--- src/rtl/gen_param_loader.sv ---
// -----------------------------------------------------------------------------
// gen_param_loader
//
// Serial parameter loader for the 2-3-9 generator MLP. It takes one signed
// weight/bias word per valid/ready handshake and places it into the flat
// packed buses the combinational generator reads. The buses hold their
// values between loads. params_valid is high only while a complete set from
// the most recent load is held.
//
// Stream order: w_L2[0..NW2-1], b_L2[0..NB2-1], w_L3[0..NW3-1], b_L3[0..NB3-1].
// Word k of any bus occupies bits [(k+1)*WIDTH-1 : k*WIDTH].
//
// Optional feature (macro GEN_PARAM_CHECKSUM_EN):
//   After the last parameter word, one extra checksum word is accepted in the
//   CHECK state. That word must equal the modulo-2^WIDTH sum of all accepted
//   words. A match completes the load. A mismatch returns the FSM to IDLE and
//   sets the sticky checksum_err flag. When the macro is undefined,
//   checksum_err is tied to 0.
//
// Ports:
//   clk           rising-edge clock
//   rst_n         asynchronous active-low reset
//   load_start    one-cycle pulse; starts or restarts a load
//   in_data       parameter word (signed, WIDTH bits)
//   in_valid      in_data is valid
//   in_ready      loader accepts a word this cycle (decoded from state only)
//   w_L2, b_L2    layer-2 weights / biases, packed
//   w_L3, b_L3    layer-3 weights / biases, packed
//   params_valid  complete parameter set held
//   word_idx      index of the next word expected
//   checksum_err  sticky checksum mismatch flag
// -----------------------------------------------------------------------------
module gen_param_loader #(
   parameter int WIDTH       = 32,
   parameter int N_INPUT     = 2,
   parameter int N_NEURON_L2 = 3,
   parameter int N_NEURON_L3 = 9
) (
   input  logic                                   clk,
   input  logic                                   rst_n,
   input  logic                                   load_start,
   input  logic [WIDTH-1:0]                       in_data,
   input  logic                                   in_valid,
   output logic                                   in_ready,
   output logic [N_INPUT*N_NEURON_L2*WIDTH-1:0]     w_L2,
   output logic [N_NEURON_L2*WIDTH-1:0]             b_L2,
   output logic [N_NEURON_L2*N_NEURON_L3*WIDTH-1:0] w_L3,
   output logic [N_NEURON_L3*WIDTH-1:0]             b_L3,
   output logic                                   params_valid,
   output logic [5:0]                             word_idx,
   output logic                                   checksum_err
);

   localparam int NW2   = N_INPUT * N_NEURON_L2;
   localparam int NB2   = N_NEURON_L2;
   localparam int NW3   = N_NEURON_L2 * N_NEURON_L3;
   localparam int NB3   = N_NEURON_L3;
   localparam int TOTAL = NW2 + NB2 + NW3 + NB3;

   localparam logic [5:0] LAST_IDX = 6'(TOTAL - 1);

   typedef enum logic [1:0] {
      IDLE  = 2'd0,
      LOAD  = 2'd1,
      DONE  = 2'd2
`ifdef GEN_PARAM_CHECKSUM_EN
      ,
      CHECK = 2'd3
`endif
   } state_t;

   state_t            state_reg;
   state_t            state_next;
   logic [5:0]        word_idx_reg;
   logic              load_take;    // parameter word written this cycle
   logic [TOTAL*WIDTH-1:0] param_flat;

`ifdef GEN_PARAM_CHECKSUM_EN
   logic              check_take;   // checksum word consumed this cycle
   logic [WIDTH-1:0]  sum_reg;
   logic              err_reg;
`endif

   // ------------------------------------------------------------------
   // Next-state and output decode. A load_start always wins over a
   // coincident word, so that word is dropped rather than written into
   // the slot of the load being abandoned.
   // ------------------------------------------------------------------
   always_comb begin
      state_next = state_reg;
      in_ready   = 1'b0;
      load_take  = 1'b0;
`ifdef GEN_PARAM_CHECKSUM_EN
      check_take = 1'b0;
`endif
      case (state_reg)
         IDLE, DONE: begin
            if (load_start) begin
               state_next = LOAD;
            end
         end
         LOAD: begin
            in_ready = 1'b1;
            if (load_start) begin
               state_next = LOAD;
            end else if (in_valid) begin
               load_take = 1'b1;
               if (word_idx_reg == LAST_IDX) begin
`ifdef GEN_PARAM_CHECKSUM_EN
                  state_next = CHECK;
`else
                  state_next = DONE;
`endif
               end
            end
         end
`ifdef GEN_PARAM_CHECKSUM_EN
         CHECK: begin
            in_ready = 1'b1;
            if (load_start) begin
               state_next = LOAD;
            end else if (in_valid) begin
               check_take = 1'b1;
               state_next = (in_data == sum_reg) ? DONE : IDLE;
            end
         end
`endif
         default: state_next = IDLE;
      endcase
   end

   // ------------------------------------------------------------------
   // State register and word index
   // ------------------------------------------------------------------
   always_ff @(posedge clk or negedge rst_n) begin
      if (!rst_n) begin
         state_reg    <= IDLE;
         word_idx_reg <= '0;
      end else begin
         state_reg <= state_next;
         if (load_start) begin
            word_idx_reg <= '0;
         end else if (load_take && (word_idx_reg != LAST_IDX)) begin
            word_idx_reg <= word_idx_reg + 6'd1;
         end
`ifdef GEN_PARAM_CHECKSUM_EN
         // The index parks at TOTAL while the loader waits for the checksum.
         else if (load_take) begin
            word_idx_reg <= 6'(TOTAL);
         end
`endif
      end
   end

   // ------------------------------------------------------------------
   // One register per stream slot. Each slot register is local to its
   // generate block, so every bit of param_flat has a single driver.
   // load_start does not clear these registers. Stale words from an
   // abandoned load stay in place until the new load overwrites them.
   // ------------------------------------------------------------------
   for (genvar gi = 0; gi < TOTAL; gi++) begin : g_slot
      logic [WIDTH-1:0] slot_reg;

      always_ff @(posedge clk or negedge rst_n) begin
         if (!rst_n) begin
            slot_reg <= '0;
         end else if (load_take && (word_idx_reg == 6'(gi))) begin
            slot_reg <= in_data;
         end
      end

      assign param_flat[gi*WIDTH +: WIDTH] = slot_reg;
   end

   // The stream order matches the bus concatenation, so each bus is a
   // plain slice of the slot vector.
   assign w_L2 = param_flat[NW2*WIDTH-1 : 0];
   assign b_L2 = param_flat[(NW2+NB2)*WIDTH-1 : NW2*WIDTH];
   assign w_L3 = param_flat[(NW2+NB2+NW3)*WIDTH-1 : (NW2+NB2)*WIDTH];
   assign b_L3 = param_flat[TOTAL*WIDTH-1 : (NW2+NB2+NW3)*WIDTH];

   assign params_valid = (state_reg == DONE);
   assign word_idx     = word_idx_reg;

   // ------------------------------------------------------------------
   // Running checksum (two's-complement wrap) and sticky error flag
   // ------------------------------------------------------------------
`ifdef GEN_PARAM_CHECKSUM_EN
   always_ff @(posedge clk or negedge rst_n) begin
      if (!rst_n) begin
         sum_reg <= '0;
         err_reg <= 1'b0;
      end else if (load_start) begin
         sum_reg <= '0;
         err_reg <= 1'b0;
      end else if (load_take) begin
         sum_reg <= sum_reg + in_data;
      end else if (check_take && (in_data != sum_reg)) begin
         err_reg <= 1'b1;
      end
   end

   assign checksum_err = err_reg;
`else
   assign checksum_err = 1'b0;
`endif

endmodule

--- config.mk ---
export PLATFORM = sky130hd
export DESIGN_NAME = gen_param_loader
export DESIGN_NICKNAME = d
export VERILOG_FILES = /design/src/rtl/gen_param_loader.sv
export SDC_FILE = /design/constraint.sdc
export NUM_CORES = 1
export LEC_CHECK = 0
export ABC_AREA = 1
export CORE_AREA = 3 3 572 574
export CTS_BUF_LIST = sky130_fd_sc_hd__clkbuf_16
export DETAILED_ROUTE_END_ITERATION = 10
export DIE_AREA = 0 0 575 577
export PLACE_DENSITY = 0.45
export SLEW_MARGIN = 0
export SYNTH_ARGS = -nofsm -noshare
export SYNTH_HDL_FRONTEND = slang
export SYNTH_SLANG_ARGS = --single-unit
--- constraint.sdc ---
create_clock -name clk -period 3.3 [get_ports clk]
set_input_delay 0.33 -clock clk [delete_from_list [all_inputs] [get_ports clk]]
set_output_delay 0.33 -clock clk [all_outputs]
set_load 0.02 [all_outputs]
==> flow_metrics.env <==
export IMPL_unrepaired_setup_endpoints_after_global_routing="no"
export IMPL_max_cap_violations=0
export IMPL_run_status="complete, no violations"
export IMPL_synth_area_per_cell_sq_um=10.6
export IMPL_tritonroute_pass_1_iters=6
export IMPL_area_growth_synth_to_final_pct=48.3
export IMPL_netlist_instances=4914
export IMPL_dieArea_sq_um=332000
export IMPL_width_of_the_die_microns=575
export IMPL_cp_slowest_cell="clkdlybuf4s50_1"
export IMPL_maximum_count_of_clock_buffers_along_a_single_path=4
export IMPL_slew_headroom_pct=29.4
export IMPL_finalMaxSlewViolations=0
export IMPL_r2r_start="word_idx[0]"
export IMPL_rows=209
export IMPL_dr_first_iter_drc_count=3612
export IMPL_postSynth_topFlopCell="dfrtp_1"
export IMPL_clock_skew_final_ns=0.0439
export IMPL_tightestPinTransition_ns=1.06
export IMPL_setup_viol_count_final=0
export IMPL_max_freq_mhz=396
export IMPL_setup_worst_path_class="register to output port"
export IMPL_power_per_cell_area_nw_per_um2=528
export IMPL_crit_path_launch_type="register"
export IMPL_routabilityCongestion=0.775
export IMPL_cp_required_ns=2.97
export IMPL_cts_htree_levels=4
export IMPL_synth_lib_cells_used_distinct=26
export IMPL_lkg_pwr_nw=33.0
export IMPL_critical_path_n_buffers_inverters=1
export IMPL_synth_mux_area_fraction_pct=0
export IMPL_ys_top_cells_by_area="dfrtp_1 69%, nand2_1 11%, o21ai_0 7.0%, o21ai_1 6.9%, clkbuf_1 1.5%"
export IMPL_placed_cells=10400
export IMPL_design_portCount=1485
export IMPL_vias_per_cell=3.90
export IMPL_place_detailed_hpwl_microns=170000
export IMPL_hold_ws_ns=0.110
export IMPL_worstPathCellList="clkdlybuf4s50_1"
export IMPL_antenna_found_initial=40
export IMPL_crit_arrival_ns=2.19
export IMPL_synth_sequential_area_ratio_pct=69.5
export IMPL_worst_setup_path_end_kind="output port"
export IMPL_port_buffers=1483
export IMPL_finalHoldViolCount=0
export IMPL_remaining_drc_errors=0
export IMPL_async_reset_ff_share_pct=100
export IMPL_first_global_vias=41300
export IMPL_worstHoldPathType="input port to asynchronous set/reset pin"
export IMPL_largest_register_ffs=1440
export IMPL_post_synth_top_area_fraction_pct=69.5
export IMPL_yosys_warnings=0
export IMPL_ys_top_cells_by_count="1474 x nand2_1, 1448 x dfrtp_1, 726 x o21ai_0, 714 x o21ai_1, 212 x clkbuf_1"
export IMPL_clkTransAtPathRegs_ns=0.06
export IMPL_insertion_delay_ns=0.82
export IMPL_routed_wl_microns=255000
export IMPL_post_synth_and_or_nand_nor_area_fraction_pct=12.1
export IMPL_ir_worst_vdd_mv=0.462
export IMPL_synth_xor_xnor_area_share_pct=0.0168
export IMPL_mappedNetlistArea_sq_um=52100
export IMPL_start_util_pct=16.1
export IMPL_numCtsBuffers=174
export IMPL_period_share_pct=76.5
export IMPL_synth_adder_area_share_pct=0.0960
export IMPL_final_layout_size_suffix_gt1_share_pct=6.81
export IMPL_route_vias_total=41900
export IMPL_globalRouteOverflowTotal=0
export IMPL_largest_net_degree_at_the_start_of_global_routing=110
export IMPL_chipHeight_microns=577
export IMPL_yosys_register_bits=1448
export IMPL_worst_path_max_fanout=9
export IMPL_combinational_family_with_the_most_area_after_synthesis="compound AO/OA/AOI/OAI gates"
export IMPL_number_of_synthesized_flops_with_an_enable_pin=0
export IMPL_finalSetupTns_ns=0
export IMPL_synth_top_cell_by_area="dfrtp_1"
export IMPL_share_of_the_synthesized_area_in_compound_gates_ao_oa_aoi_oai_pct=13.9
export IMPL_post_cts_buffers=0
export IMPL_cpLargestDelayFamily="buffers and inverters"
export IMPL_crit_start="word_idx[3]"
export IMPL_postRouteAntennaNets=0
export IMPL_crit_path_max_incr_delay_ns=0.88
export IMPL_fin_crit_ns=2.52
export IMPL_final_nets=6329
export IMPL_postSynthNetCount=4954
export IMPL_cts_root_buffer="clkbuf_16"
export IMPL_globalRouteTotalUtil_pct=14.8
export IMPL_core_area_sq_um=323000
export IMPL_wl_per_cell_microns=23.7
export IMPL_tritoncts_num_sinks=1448
export IMPL_synth_most_common_cell="nand2_1"
export IMPL_fill_cells=34700
export IMPL_cts_tree="yes"
export IMPL_finalNonFillerCells=10800
export IMPL_first_pass_grt_wire_length_microns=350000
## repair_timing
item,CTS,global route
resized for setup,0,0
endpoints found under the hold margin,82,0
hold buffers,1,0
## layout make-up
class / count / area [sq um] / area share (%)
Sequential cell: 1448 / 36200 / 46.8
Antenna cell: 9 / 22.5 / 0.0291
Clock buffer: 175 / 4380 / 5.66
Inverter: 48 / 238 / 0.307
Timing Repair Buffer: 1604 / 16500 / 21.3
Clock inverter: 131 / 962 / 1.24
Tap cell: 4325 / 5410 / 7.00
Multi-Input combinational cell: 3013 / 13600 / 17.6
## kinds of logic after synthesis
family | Yosys count
compound gates | 1445
buf+inv | 453
fa+ha+maj | 4
other cells | 1
xor+xnor | 1
simple gates | 1562
flops | 1448
## report_power, final
part | switching, W | total (W) | internal [W]
Sequential | 0.000349 | 0.0187 | 0.0183
Clock | 0.00796 | 0.0183 | 0.0103
Combinational | 0.00259 | 0.00391 | 0.00132
Total | 0.0109 | 0.0409 | 0.0300
## metrics by stage
| stage | setup slack [ns] | total power [W] | util (%) | instance area (sq um) |
|---|---|---|---|---|
| 2_1_floorplan | 1.46 | 0.0203 | - | 52100 |
| 3_3_place_gp | 0.485 | 0.0229 | 22.3 | 72000 |
| 3_5_place_dp | 0.523 | 0.0230 | 22.3 | 72000 |
| 4_1_cts | 0.604 | 0.0416 | 23.9 | 77300 |
| 5_1_grt | 0.599 | 0.0425 | 23.9 | 77300 |
| 6_report | 0.776 | 0.0409 | 23.9 | 77300 |
## final timing paths
path | to | slack [ns] | cells after the start
worst min register to register | g_slot[29].slot_reg[10] | 0.48 | 2
worst min-delay path | g_slot[30].slot_reg[0] | 0.11 | 2
max in group asynchronous | g_slot[3].slot_reg[27] | 1.71 | 4
worst max register to register | g_slot[28].slot_reg[23] | 0.82 | 6
min in group clk | g_slot[37].slot_reg[27] | 0.20 | 3
worst max-delay path | word_idx[3] | 0.78 | 1
## cells in the final DEF, fill, tap and decap left out, types with 17 or more instances in the layout
cell type | netlist | final
clkinv_1 | 0 | 42
clkdlybuf4s50_1 | 0 | 1482
nor2_1 | 18 | 18
nand2_4 | 26 | 29
clkinv_2 | 0 | 34
buf_4 | 33 | 63
o21ai_1 | 714 | 714
clkbuf_16 | 0 | 175
buf_12 | 1 | 57
dfrtp_1 | 1448 | 1448
nand2_2 | 20 | 17
o21ai_0 | 726 | 726
inv_1 | 44 | 59
nand2_1 | 1474 | 1474
## per-layer routing
layer / global-route usage, % / wire, microns / up-vias
met5: 0 / 0 / -
met2: 23.8 / 117000 / 1835
met4: 4.30 / 7510 / 0
met1: 18.8 / 107000 / 20800
li1: - / - / 18900
met3: 4.89 / 24000 / 355
Note: power is estimated with default switching activity, not from simulation.
